[config.mk]
export PLATFORM = sky130hd
export DESIGN_NAME = riscboy_ppu_mem_responder
export DESIGN_NICKNAME = d
export VERILOG_FILES = /design/src/rtl/riscboy_ppu_pkg.sv /design/src/rtl/riscboy_rr_arbiter.sv /design/src/rtl/riscboy_ppu_mem_responder.sv
export SDC_FILE = /design/constraint.sdc
export NUM_CORES = 1
export LEC_CHECK = 0
export BUFFER_PORTS_ARGS = -buffer_cell sky130_fd_sc_hd__buf_2
export CAP_MARGIN = 30
export CELL_PAD_IN_SITES_DETAIL_PLACEMENT = 1
export CELL_PAD_IN_SITES_GLOBAL_PLACEMENT = 2
export CORE_MARGIN = 2
export CORE_UTILIZATION = 27
export CTS_CLUSTER_DIAMETER = 50
export DETAILED_ROUTE_END_ITERATION = 10
export GPL_TIMING_DRIVEN = 0
export PLACE_DENSITY_LB_ADDON = 0.1
export SYNTH_ARGS = -nofsm -noshare
export SYNTH_HDL_FRONTEND = slang
export SYNTH_HIERARCHICAL = 1
export SYNTH_SLANG_ARGS = --single-unit
[constraint.sdc]
create_clock -name clk -period 4.2 [get_ports clk]
set_input_delay 0.21 -clock clk [delete_from_list [all_inputs] [get_ports clk]]
set_output_delay 0.21 -clock clk [all_outputs]
set_load 0.005 [all_outputs]
[src/rtl/riscboy_ppu_pkg.sv]
// Shared encodings and helpers for the PPU fetch-bus responder.
// Size codes, FSM state type, and the lane-replication and legality functions.
package riscboy_ppu_pkg;

  localparam logic [1:0] SIZE_BYTE = 2'd0;
  localparam logic [1:0] SIZE_HALF = 2'd1;
  localparam logic [1:0] SIZE_WORD = 2'd2;

  typedef enum logic [1:0] {
    ST_IDLE    = 2'd0,
    ST_ISSUE   = 2'd1,
    ST_CAPTURE = 2'd2,
    ST_RESP    = 2'd3
  } state_t;

  // Byte and halfword reads are broadcast on every lane so a client can take
  // any lane without re-aligning the data itself.
  function automatic logic [31:0] lane_replicate(input logic [31:0] rdata,
                                                 input logic [1:0]  size,
                                                 input logic [1:0]  a);
    logic [7:0]  b;
    logic [15:0] h;
    b = rdata[{a, 3'b000} +: 8];
    h = rdata[{a[1], 4'b0000} +: 16];
    case (size)
      SIZE_BYTE: return {4{b}};
      SIZE_HALF: return {2{h}};
      default:   return rdata;
    endcase
  endfunction

  function automatic logic req_legal(input logic [1:0] size, input logic [1:0] a);
    case (size)
      SIZE_BYTE: return 1'b1;
      SIZE_HALF: return ~a[0];
      SIZE_WORD: return (a == 2'b00);
      default:   return 1'b0;
    endcase
  endfunction

endpackage

[src/rtl/riscboy_rr_arbiter.sv]
// Round-robin arbiter: grants the first requester above the last winner,
// wrapping; the pointer only moves when the owner strobes advance_i.
module riscboy_rr_arbiter #(
  parameter  int N  = 2,
  localparam int IW = (N > 1) ? $clog2(N) : 1
) (
  input  logic          clk,
  input  logic          rst,
  input  logic [N-1:0]  req_i,
  input  logic          advance_i,
  output logic [N-1:0]  grant_o,
  output logic [IW-1:0] grant_idx_o,
  output logic          valid_o
);

  logic [IW-1:0] ptr_q, ptr_d;
  logic          found;
  int            idx;

  always_comb begin
    grant_o     = '0;
    grant_idx_o = '0;
    found       = 1'b0;
    idx         = 0;
    for (int i = 1; i <= N; i++) begin
      idx = int'(ptr_q) + i;
      if (idx >= N) idx = idx - N;
      if (!found && req_i[IW'(idx)]) begin
        found                 = 1'b1;
        grant_o[IW'(idx)]     = 1'b1;
        grant_idx_o           = IW'(idx);
      end
    end
  end

  assign valid_o = found;
  assign ptr_d   = (advance_i && found) ? grant_idx_o : ptr_q;

  always_ff @(posedge clk) begin
    if (rst) ptr_q <= IW'(N - 1);
    else     ptr_q <= ptr_d;
  end

endmodule

[src/rtl/riscboy_ppu_mem_responder.sv]
// PPU fetch-bus responder: arbitrates clients, reads one SRAM word per request
// and returns lane-replicated data with a one-cycle rdy strobe.
//
// state   | meaning
// IDLE    | waiting for a request; arbitrate and latch the winner
// ISSUE   | mem_ren held high until the SRAM grants it
// CAPTURE | SRAM data on mem_rdata; replicate into req_data
// RESP    | response ready; rdy to the winner is registered on leaving
module riscboy_ppu_mem_responder
  import riscboy_ppu_pkg::*;
#(
  parameter int N_CLIENTS  = 2,
  parameter int W_ADDR     = 32,
  parameter int W_DATA     = 32,
  parameter int W_MEM_ADDR = 14
) (
  input  logic                          clk,
  input  logic                          rst,
  input  logic [N_CLIENTS-1:0]          req_vld,
  input  logic [N_CLIENTS*W_ADDR-1:0]   req_addr,
  input  logic [N_CLIENTS*2-1:0]        req_size,
  output logic [N_CLIENTS-1:0]          req_rdy,
  output logic [W_DATA-1:0]             req_data,
  output logic                          mem_ren,
  output logic [W_MEM_ADDR-1:0]         mem_addr,
  input  logic                          mem_gnt,
  input  logic [W_DATA-1:0]             mem_rdata,
  output logic                          busy,
  output logic                          err
);

  localparam int IW = (N_CLIENTS > 1) ? $clog2(N_CLIENTS) : 1;

  state_t                  state_q;
  logic [IW-1:0]           g_q;
  logic [1:0]              a_q;
  logic [1:0]              size_q;
  logic [N_CLIENTS-1:0]    req_rdy_q;
  logic [W_DATA-1:0]       req_data_q;
  logic                    mem_ren_q;
  logic [W_MEM_ADDR-1:0]   mem_addr_q;
  logic                    err_q;

  logic [N_CLIENTS-1:0]    req_avail;
  logic [N_CLIENTS-1:0]    gnt_onehot;
  logic [IW-1:0]           gnt_idx;
  logic                    gnt_valid;
  logic                    arb_advance;
  logic [W_ADDR-1:0]       sel_addr;
  logic [1:0]              sel_size;
  logic                    unused_addr_hi;

  // The client being strobed this cycle still shows its old request; keep it
  // out of arbitration so it is not served twice.
  assign req_avail   = req_vld & ~req_rdy_q;
  assign arb_advance = (state_q == ST_IDLE) && gnt_valid;

  riscboy_rr_arbiter #(.N(N_CLIENTS)) u_arb (
    .clk         (clk),
    .rst         (rst),
    .req_i       (req_avail),
    .advance_i   (arb_advance),
    .grant_o     (gnt_onehot),
    .grant_idx_o (gnt_idx),
    .valid_o     (gnt_valid)
  );

  always_comb begin
    sel_addr = '0;
    sel_size = '0;
    for (int k = 0; k < N_CLIENTS; k++) begin
      if (gnt_onehot[k]) begin
        sel_addr = req_addr[k*W_ADDR +: W_ADDR];
        sel_size = req_size[2*k +: 2];
      end
    end
  end

  assign unused_addr_hi = ^sel_addr[W_ADDR-1:W_MEM_ADDR+2];

  always_ff @(posedge clk) begin
    if (rst) begin
      state_q    <= ST_IDLE;
      g_q        <= '0;
      a_q        <= '0;
      size_q     <= '0;
      req_rdy_q  <= '0;
      req_data_q <= '0;
      mem_ren_q  <= 1'b0;
      mem_addr_q <= '0;
      err_q      <= 1'b0;
    end else begin
      req_rdy_q <= '0;
      case (state_q)
        ST_IDLE: begin
          if (gnt_valid) begin
            g_q    <= gnt_idx;
            a_q    <= sel_addr[1:0];
            size_q <= sel_size;
            if (req_legal(sel_size, sel_addr[1:0])) begin
              mem_addr_q <= sel_addr[W_MEM_ADDR+1:2];
              mem_ren_q  <= 1'b1;
              state_q    <= ST_ISSUE;
            end else begin
              req_data_q <= '0;
              err_q      <= 1'b1;
              state_q    <= ST_RESP;
            end
          end
        end
        ST_ISSUE: begin
          if (mem_gnt) begin
            mem_ren_q <= 1'b0;
            state_q   <= ST_CAPTURE;
          end else if (!req_vld[g_q]) begin
            mem_ren_q <= 1'b0;
            state_q   <= ST_IDLE;
          end
        end
        ST_CAPTURE: begin
          if (!req_vld[g_q]) begin
            state_q <= ST_IDLE;
          end else begin
            req_data_q <= lane_replicate(mem_rdata, size_q, a_q);
            state_q    <= ST_RESP;
          end
        end
        ST_RESP: begin
          req_rdy_q[g_q] <= 1'b1;
          state_q        <= ST_IDLE;
        end
        default: state_q <= ST_IDLE;
      endcase
    end
  end

  assign req_rdy  = req_rdy_q;
  assign req_data = req_data_q;
  assign mem_ren  = mem_ren_q;
  assign mem_addr = mem_addr_q;
  assign busy     = (state_q != ST_IDLE);
  assign err      = err_q;

endmodule

==> results of run 1 <==
-- placed cells by master (no fill, tap or decap), types with 2 or more instances in the layout --
master / count
buf_2: 128
dfxtp_1: 58
o21ai_0: 26
mux2i_1: 23
a21oi_1: 20
inv_1: 19
clkbuf_1: 17
o21ai_1: 17
nand2b_1: 17
o211ai_1: 17
nor2_1: 16
a22oi_1: 15
a211oi_1: 15
o32ai_1: 12
clkbuf_8: 12
nand2_1: 9
a221oi_1: 7
nor2b_1: 5
buf_4: 5
a211oi_2: 4
nor3_1: 4
o32ai_2: 4
buf_6: 3
a31oi_1: 2
mux2_2: 2
buf_1: 2
and3_1: 2
clkinv_2: 2
-- flip-flops by register name, summed over array words and instances (netlist names) --
name         cells
req_data        32
mem_addr        14
a_q              2
req_rdy          2
size_q           2
state_q          2
err              1
g_q              1
mem_ren          1
u_arb/ptr_q      1
-- worst paths after layout --
kind / from / to / depth (start not counted)
max: req_rdy[0] / mem_addr[9] / 9
min: rst / u_arb/ptr_q / 2
max reg2reg: req_rdy[0] / mem_addr[9] / 9
min reg2reg: req_data[24] / req_data[24] / 2
-- power by group through the flow --
| stage | Sequential [mW] | Clock (mW) | Combinational [mW] |
|---|---|---|---|
| 2_1_floorplan | 0.629 | 0 | 0.248 |
| 3_5_place_dp | 0.629 | 0 | 0.404 |
| 4_1_cts | 0.617 | 0.500 | 0.406 |
| 5_1_grt | 0.622 | 0.526 | 0.446 |
| 3_3_place_gp | 0.628 | 0 | 0.402 |
| 6_report | 0.617 | 0.489 | 0.402 |
-- metal layers --
layer | share of wire (%) | up-vias | track usage [%]
met2 | 51 | 91 | 32.34
met5 | 0 | - | 0
li1 | - | 1525 | -
met1 | 41 | 1462 | 19.84
met3 | 6.6 | 8 | 5.738
met4 | 0.87 | 0 | 4.121
-- layout make-up --
| cell class | instances | area (um2) | share of cell area [%] |
|---|---|---|---|
| plain buffers | 31 | 165.2 | 4.172 |
| clock buffers | 14 | 172.7 | 4.362 |
| clock inverters | 2 | 10.01 | 0.2528 |
| inverters | 20 | 75.07 | 1.896 |
| multi-input cells | 228 | 1584 | 40.01 |
| flip-flops and latches | 58 | 1161 | 29.33 |
| well taps | 140 | 175.2 | 4.425 |
| repair buffers | 123 | 615.6 | 15.55 |
==> results.json, run 1 <==
{
  "status": "completed",
  "powerDensity_nw_per_um2": 380.9,
  "timing.hold.ws_ns": 0.1387,
  "min_path_type": "input pin to flip-flop",
  "worst_pin_slew_ns": 0.7680,
  "rsz0062_at_grt": "no",
  "p_clk_share_pct": 32.4,
  "synth_cells": 337,
  "cts-root-buf": "clkbuf_8",
  "io_buffers": 123,
  "die-area_um2": 11910,
  "ant_nets": 0,
  "dpl_cell_area_um2": 3776,
  "cts_sinks": 58,
  "cp_num_buf_inv": 2,
  "pre_cts_slack_ns": 1.834,
  "syn2layout_area_growth_pct": 32.61,
  "hold_viol": 0,
  "grt_max_degree": 12,
  "core_region_area_um2": 10790,
  "netlist_area_um2": 2985,
  "fin_ws_ns": 1.901,
  "setup_viol": 0,
  "die_y_um": 109.2,
  "path_max_fanout": 10,
  "hpwl_mm": 8.107,
  "first_pass_iters": 4,
  "slew_violations": 0,
  "cp_cell_sequence": "nor2b_1 > and2_2 > nor2b_1 > buf_6 > o21ai_1 > a32oi_1 > nor2_1 > buf_2 > a211oi_1",
  "io_pins": 156,
  "drt_iter0_drc": 57,
  "pwr-share-comb_pct": 26.7,
  "postCtsSetupBuffers": 0,
  "grt_pass1_vias": 3209,
  "min_period_ns": 2.299,
  "vdd_drop_max_mv": 0.1148,
  "grt_pass1_wl_mm": 16.00,
  "seqPwrFrac_pct": 40.9,
  "vias": 3086,
  "final_area_um2": 3959,
  "avgViaCountPerCell": 5.010,
  "power_mw": 1.508,
  "max_stage_delay_ns": 0.37,
  "rows": 38,
  "clock_latency_ns": 0.34,
  "initial_utilization_pct": 27.66,
  "cellInternalPower_mw": 1.017,
  "cts_resized": 0,
  "cp_common_cell": "nor2b_1",
  "syn_nets": 442,
  "holdBufCountCts": 0,
  "nFillCells": 1328,
  "syn_area_per_cell_um2": 8.859,
  "grt_use_total_pct": 17.71,
  "htree_levels": 3,
  "finalSetupTns_ns": 0,
  "skew_ns": 0.009013,
  "crit_arrival_ns": 2.55,
  "switchingPower_mw": 0.4914,
  "fin_cells": 616,
  "max_slew_margin_pct": 48.41,
  "fmax_mhz": 435.0,
  "grt_antenna_before_repair": 0,
  "drv_cap": 0,
  "fin_util_pct": 36.68,
  "final_net_count": 576,
  "drt-total-wl_mm": 10.45,
  "gp_congestion": 0.8111,
  "drc": 0,
  "die_w_um": 109.2,
  "crit_family": "simple AND/OR/NAND/NOR gates",
  "ys_warn_count": 6,
  "antennaDiodeCount": 0,
  "rrSetupSlack_ns": 1.90,
  "drive_gt1_share_pct": 35.08,
  "netSwitchingFraction_pct": 32.59,
  "finalCritPeriodShare_pct": 54.74,
  "crit_type": "flip-flop to flip-flop",
  "post_drt_wl_per_cell_um": 16.96,
  "cts_tree": "yes",
  "overflow": 0,
  "dp_cells": 600,
  "clock_path_buffers": 2,
  "cp_data_required_time_ns": 4.45,
  "clkTransAtPathRegs_ns": 0.06,
  "end_kind": "flip-flop",
  "cts_buffers": 9,
  "startpoint_type": "flip-flop",
  "slowest_stage": "a32oi_1",
  "leakagePower_nw": 1.628
}
Note: power is estimated with default switching activity, not from simulation.
==> inputs of run 2 (changes only) <==
- CORE_UTILIZATION: 27 -> 25
- clock period: 4.2 -> 2.4 ns (I/O delays scaled with it)
==> run 2 against run 1 <==
Clock-buffer cell count unchanged. Utilization decreased by 1.5 points. Sequential power increased by 75%. Via count decreased by 1.1%. Combinational power increased by 78%. Critical path depth unchanged. Routed wire length increased by 2.6%. Global-route usage decreased by 0.53 points. Clock skew decreased by 0.0021 ns. Register-to-register slack got worse by 1.7 ns. Critical endpoint is now req_data[6]. Largest cell class unchanged.
==> results.json, run 2 (same netlist as run 1, synthesis figures left out) <==
{
  "holdBufCountCts": 0,
  "vias": 3052,
  "grt_pass1_wl_mm": 16.91,
  "gp_congestion": 0.7697,
  "io_pins": 156,
  "cts_buffers": 9,
  "drive_gt1_share_pct": 35.08,
  "final_cell_mix": "128 x buf_2, 58 x dfxtp_1, 26 x o21ai_0, 23 x mux2i_1, 20 x a21oi_1",
  "leakagePower_nw": 1.665,
  "grt_use_total_pct": 17.18,
  "setup_viol": 0,
  "cts_tree": "yes",
  "overflow": 0,
  "finalSetupTns_ns": 0,
  "slew_violations": 0,
  "drt_iter0_drc": 98,
  "cp_cell_sequence": "nor2b_2 > and2_2 > nor2b_1 > buf_6 > o21ai_1 > a32o_2 > a21boi_4 > buf_6 > o32ai_1",
  "slowest_stage": "a32o_2",
  "post_drt_wl_per_cell_um": 17.31,
  "avgViaCountPerCell": 4.931,
  "die_w_um": 113.3,
  "htree_levels": 3,
  "fin_util_pct": 35.20,
  "finalCritPeriodShare_pct": 91.94,
  "status": "completed",
  "ant_nets": 0,
  "die-area_um2": 12830,
  "rsz0062_at_grt": "no",
  "drv_cap": 0,
  "hpwl_mm": 8.305,
  "drt-total-wl_mm": 10.72,
  "rows": 39,
  "crit_family": "compound AO/OA/AOI/OAI gates",
  "startpoint_type": "flip-flop",
  "ff2ff_path_depth": 9,
  "layout_commonest_cell": "buf_2",
  "min_path_type": "input pin to flip-flop",
  "clock_path_buffers": 2,
  "antennaDiodeCount": 0,
  "cp_data_required_time_ns": 2.59,
  "clkTransAtPathRegs_ns": 0.05,
  "io_buffers": 123,
  "crit_type": "flip-flop to flip-flop",
  "cp_num_cells": 9,
  "worst_pin_slew_ns": 0.7002,
  "power_mw": 2.944,
  "min_period_ns": 2.207,
  "hold_viol": 0,
  "crit_arrival_ns": 2.39,
  "fin_ws_ns": 0.1934,
  "drc": 0,
  "powerDensity_nw_per_um2": 726.3,
  "cts_sinks": 58,
  "final_net_count": 578,
  "clock_latency_ns": 0.34,
  "grt_pass1_vias": 3112,
  "path_max_fanout": 10,
  "core_region_area_um2": 11520,
  "largest_register_ffs": 32,
  "fmax_mhz": 453.2,
  "end_kind": "flip-flop",
  "grt_antenna_before_repair": 0,
  "max_stage_delay_ns": 0.34,
  "cp_num_buf_inv": 2,
  "grt_max_degree": 12,
  "syn2layout_area_growth_pct": 35.79,
  "cp_common_cell": "buf_6",
  "skew_ns": 0.006925,
  "initial_utilization_pct": 25.92,
  "first_pass_iters": 4,
  "vdd_drop_max_mv": 0.3200,
  "pre_cts_slack_ns": 0.05945,
  "max_slew_margin_pct": 52.96,
  "die_y_um": 113.3,
  "cts-root-buf": "clkbuf_16",
  "hold_depth": 3
}
==> run 2: cell type report <==
cell class,count,area (um2)
fillers,1411,7462
multi-input cells,228,1589
inverters,20,75.07
repair buffers,125,630.6
well taps,143,178.9
plain buffers,31,165.2
flip-flops and latches,58,1161
clock buffers,14,254.0
==> run 2: repair_timing <==
action,in CTS,in global routing
setup endpoints to repair,0,40
gates resized for setup,0,2
buffers inserted,0,2
==> run 2: tightest hold or removal path: cells and delay by family <==
family / cells / cell delay, ns
AOI/OAI and AO/OA: 2 / 0.14
buffers and inverters: 1 / 0.09
==> run 2: routing by layer <==
layer | track usage, % | vias to the layer above | share of wire, %
met4 | 6.341 | 0 | 1.5
met5 | 0 | - | 0
met1 | 23.56 | 1435 | 50
li1 | - | 1527 | -
met3 | 4.499 | 8 | 4.6
met2 | 25.95 | 82 | 44
==> run 2: through the flow <==
| step | area, um2 | instances | hold slack [ns] |
|---|---|---|---|
| 6_report | 4054 | 619 | 0.05030 |
| 5_1_grt | 4054 | 619 | 0.08100 |
| 4_1_cts | 4034 | 617 | 0.04216 |
| 3_5_place_dp | 3780 | 603 | 0.3985 |
| 3_3_place_gp | 3780 | 603 | 0.3949 |
| 2_1_floorplan | 2985 | 337 | 0.2303 |
==> run 2: worst paths after layout <==
kind                 startpoint            to  slack, ns
setup reg to reg     req_rdy[0]   req_data[6]       0.19
hold reg to reg     req_data[8]   req_data[8]       0.46
setup / recovery     req_rdy[0]   req_data[6]       0.19
hold / removal    mem_rdata[28]  req_data[28]       0.05
==> run 2: power by group <==
| group | internal (mW) | switching (mW) | total, mW |
|---|---|---|---|
| logic | 0.290 | 0.425 | 0.715 |
| clock network | 0.715 | 0.431 | 1.15 |
| registers | 1.04 | 0.0439 | 1.08 |
| total | 2.04 | 0.900 | 2.94 |
==> inputs of run 3 (changes only) <==
- ABC_AREA: default -> 1
- CORE_UTILIZATION: 25 -> 23
==> run 3 against run 2 <==
Sequential share of layout area fell by 4.0 points. Sequential power rose by 20%. Synthesized cell count is 83% higher. Area after synthesis increased by 20%. Cell count rose by 52%. First-iteration DRC count is 73% higher. Critical path type unchanged. Critical endpoint is now req_data[10]. Highest routed layer is now met5.
==> results.json, run 3 <==
{
  "multi_input_area_um2": 2012,
  "grt_use_total_pct": 18.25,
  "cts_sinks": 58,
  "status": "completed",
  "drc": 0,
  "setup_viol": 0,
  "die_w_um": 128.6,
  "layout_commonest_cell": "nand2_1",
  "min_path_type": "input pin to flip-flop",
  "grt_antenna_before_repair": 2,
  "io_buffers": 123,
  "ant_nets": 0,
  "cp_data_required_time_ns": 2.63,
  "cp_cell_sequence": "nor2_1 > nand2_1 > inv_1 > nand2_1 > o21ai_1 > nand2_1 > nand2_1 > nand2_4 > nand2_8 > buf_2 > nand3_1 > nand2_1 > nor2_1",
  "grt_pass1_wl_mm": 22.94,
  "hpwl_mm": 11.18,
  "cts_resized": 0,
  "min_period_ns": 2.067,
  "finalCritPeriodShare_pct": 86.12,
  "syn_area_per_cell_um2": 5.799,
  "rows": 45,
  "cp_common_cell": "nand2_1",
  "avgViaCountPerCell": 4.573,
  "rsz0062_at_grt": "no",
  "skew_ns": 0.004641,
  "startpoint_type": "flip-flop",
  "min_from": "rst",
  "grt_max_degree": 12,
  "core_region_area_um2": 15200,
  "cts_buffers": 9,
  "antennaDiodeCount": 0,
  "drt-total-wl_mm": 14.43,
  "nFillCells": 2019,
  "ys_warn_count": 6,
  "clock_latency_ns": 0.34,
  "clkTransAtPathRegs_ns": 0.05,
  "crit_family": "simple AND/OR/NAND/NOR gates",
  "syn_nets": 721,
  "postCtsSetupBuffers": 0,
  "cp_num_buf_inv": 2,
  "crit_arrival_ns": 2.30,
  "crit_type": "flip-flop to flip-flop",
  "max_slew_margin_pct": 50.41,
  "worstSetupStartpoint": "req_rdy[0]",
  "fin_util_pct": 31.05,
  "clock_path_buffers": 2,
  "slowest_stage": "dfxtp_1",
  "die-area_um2": 16540,
  "powerDensity_nw_per_um2": 933.7,
  "slew_violations": 0,
  "die_y_um": 128.6,
  "vdd_drop_max_mv": 0.3432,
  "seq_area_um2": 1161,
  "syn2layout_area_growth_pct": 32.12,
  "io_pins": 156,
  "initial_utilization_pct": 23.50,
  "holdBufCountCts": 0,
  "max_stage_delay_ns": 0.32,
  "gp_congestion": 0.7825,
  "vias": 4312,
  "cts_tree": "yes",
  "netlist_area_um2": 3572,
  "path_max_fanout": 10,
  "drive_gt1_share_pct": 22.52,
  "cts-root-buf": "clkbuf_16",
  "finalSetupTns_ns": 0,
  "largest_register_ffs": 32,
  "final_cell_mix": "177 x nand2_1, 151 x nor2_1, 136 x buf_2, 76 x nand3_1, 58 x dfxtp_1",
  "rrSetupSlack_ns": 0.33,
  "reg2reg_from": "req_rdy[0]",
  "leakagePower_nw": 2.661,
  "overflow": 0,
  "grt_pass1_vias": 4517,
  "final_net_count": 855,
  "fmax_mhz": 483.8,
  "drt_iter0_drc": 170,
  "hold_viol": 0,
  "first_pass_iters": 6,
  "htree_levels": 3,
  "worst_pin_slew_ns": 0.7439,
  "synth_cells": 616,
  "drv_cap": 0,
  "end_kind": "flip-flop",
  "post_drt_wl_per_cell_um": 15.30
}
-- run 3: routing by layer --
metal | share of wire, % | vias up | GRT usage [%]
met5 | 0.19 | - | 0
met3 | 5.5 | 16 | 4.948
li1 | - | 2182 | -
met4 | 1.3 | 4 | 5.371
met1 | 43 | 2010 | 20.65
met2 | 50 | 100 | 33.54
-- run 3: area by class of cell --
type	instances	share of cell area, %
Buffer	36	4.083
Clock buffer	11	5.143
Tap cell	188	4.984
Inverter	55	4.374
Timing Repair Buffer	123	13.04
Sequential cell	58	24.60
Multi-Input combinational cell	467	42.63
Clock inverter	5	1.140
-- run 3: per-stage QoR --
stage          area (um2)  power [mW]  worst slack (ns)  std cells  hold WS [ns]
2_1_floorplan        3572       2.473            0.7062        616        0.1891
4_1_cts              4720       4.491            0.2738        943       0.02174
3_5_place_dp         4423       3.147            0.2969        927        0.3887
5_1_grt              4720       4.804            0.1124        943       0.05507
6_report             4720       4.407            0.3332        943       0.03592
3_3_place_gp         4423       3.106            0.3358        927        0.3791
-- run 3: final timing paths --
| check | to | cells past startpoint |
|---|---|---|
| min reg2reg | mem_ren | 2 |
| max | req_data[10] | 13 |
| min | state_q[0] | 2 |
| max reg2reg | req_data[10] | 13 |
-- run 3: report_power, final --
part | total [mW] | switching [mW] | internal, mW
clock | 1.31 | 0.481 | 0.828
sequential | 1.30 | 0.119 | 1.18
combinational | 1.80 | 1.14 | 0.656
total | 4.41 | 1.74 | 2.67
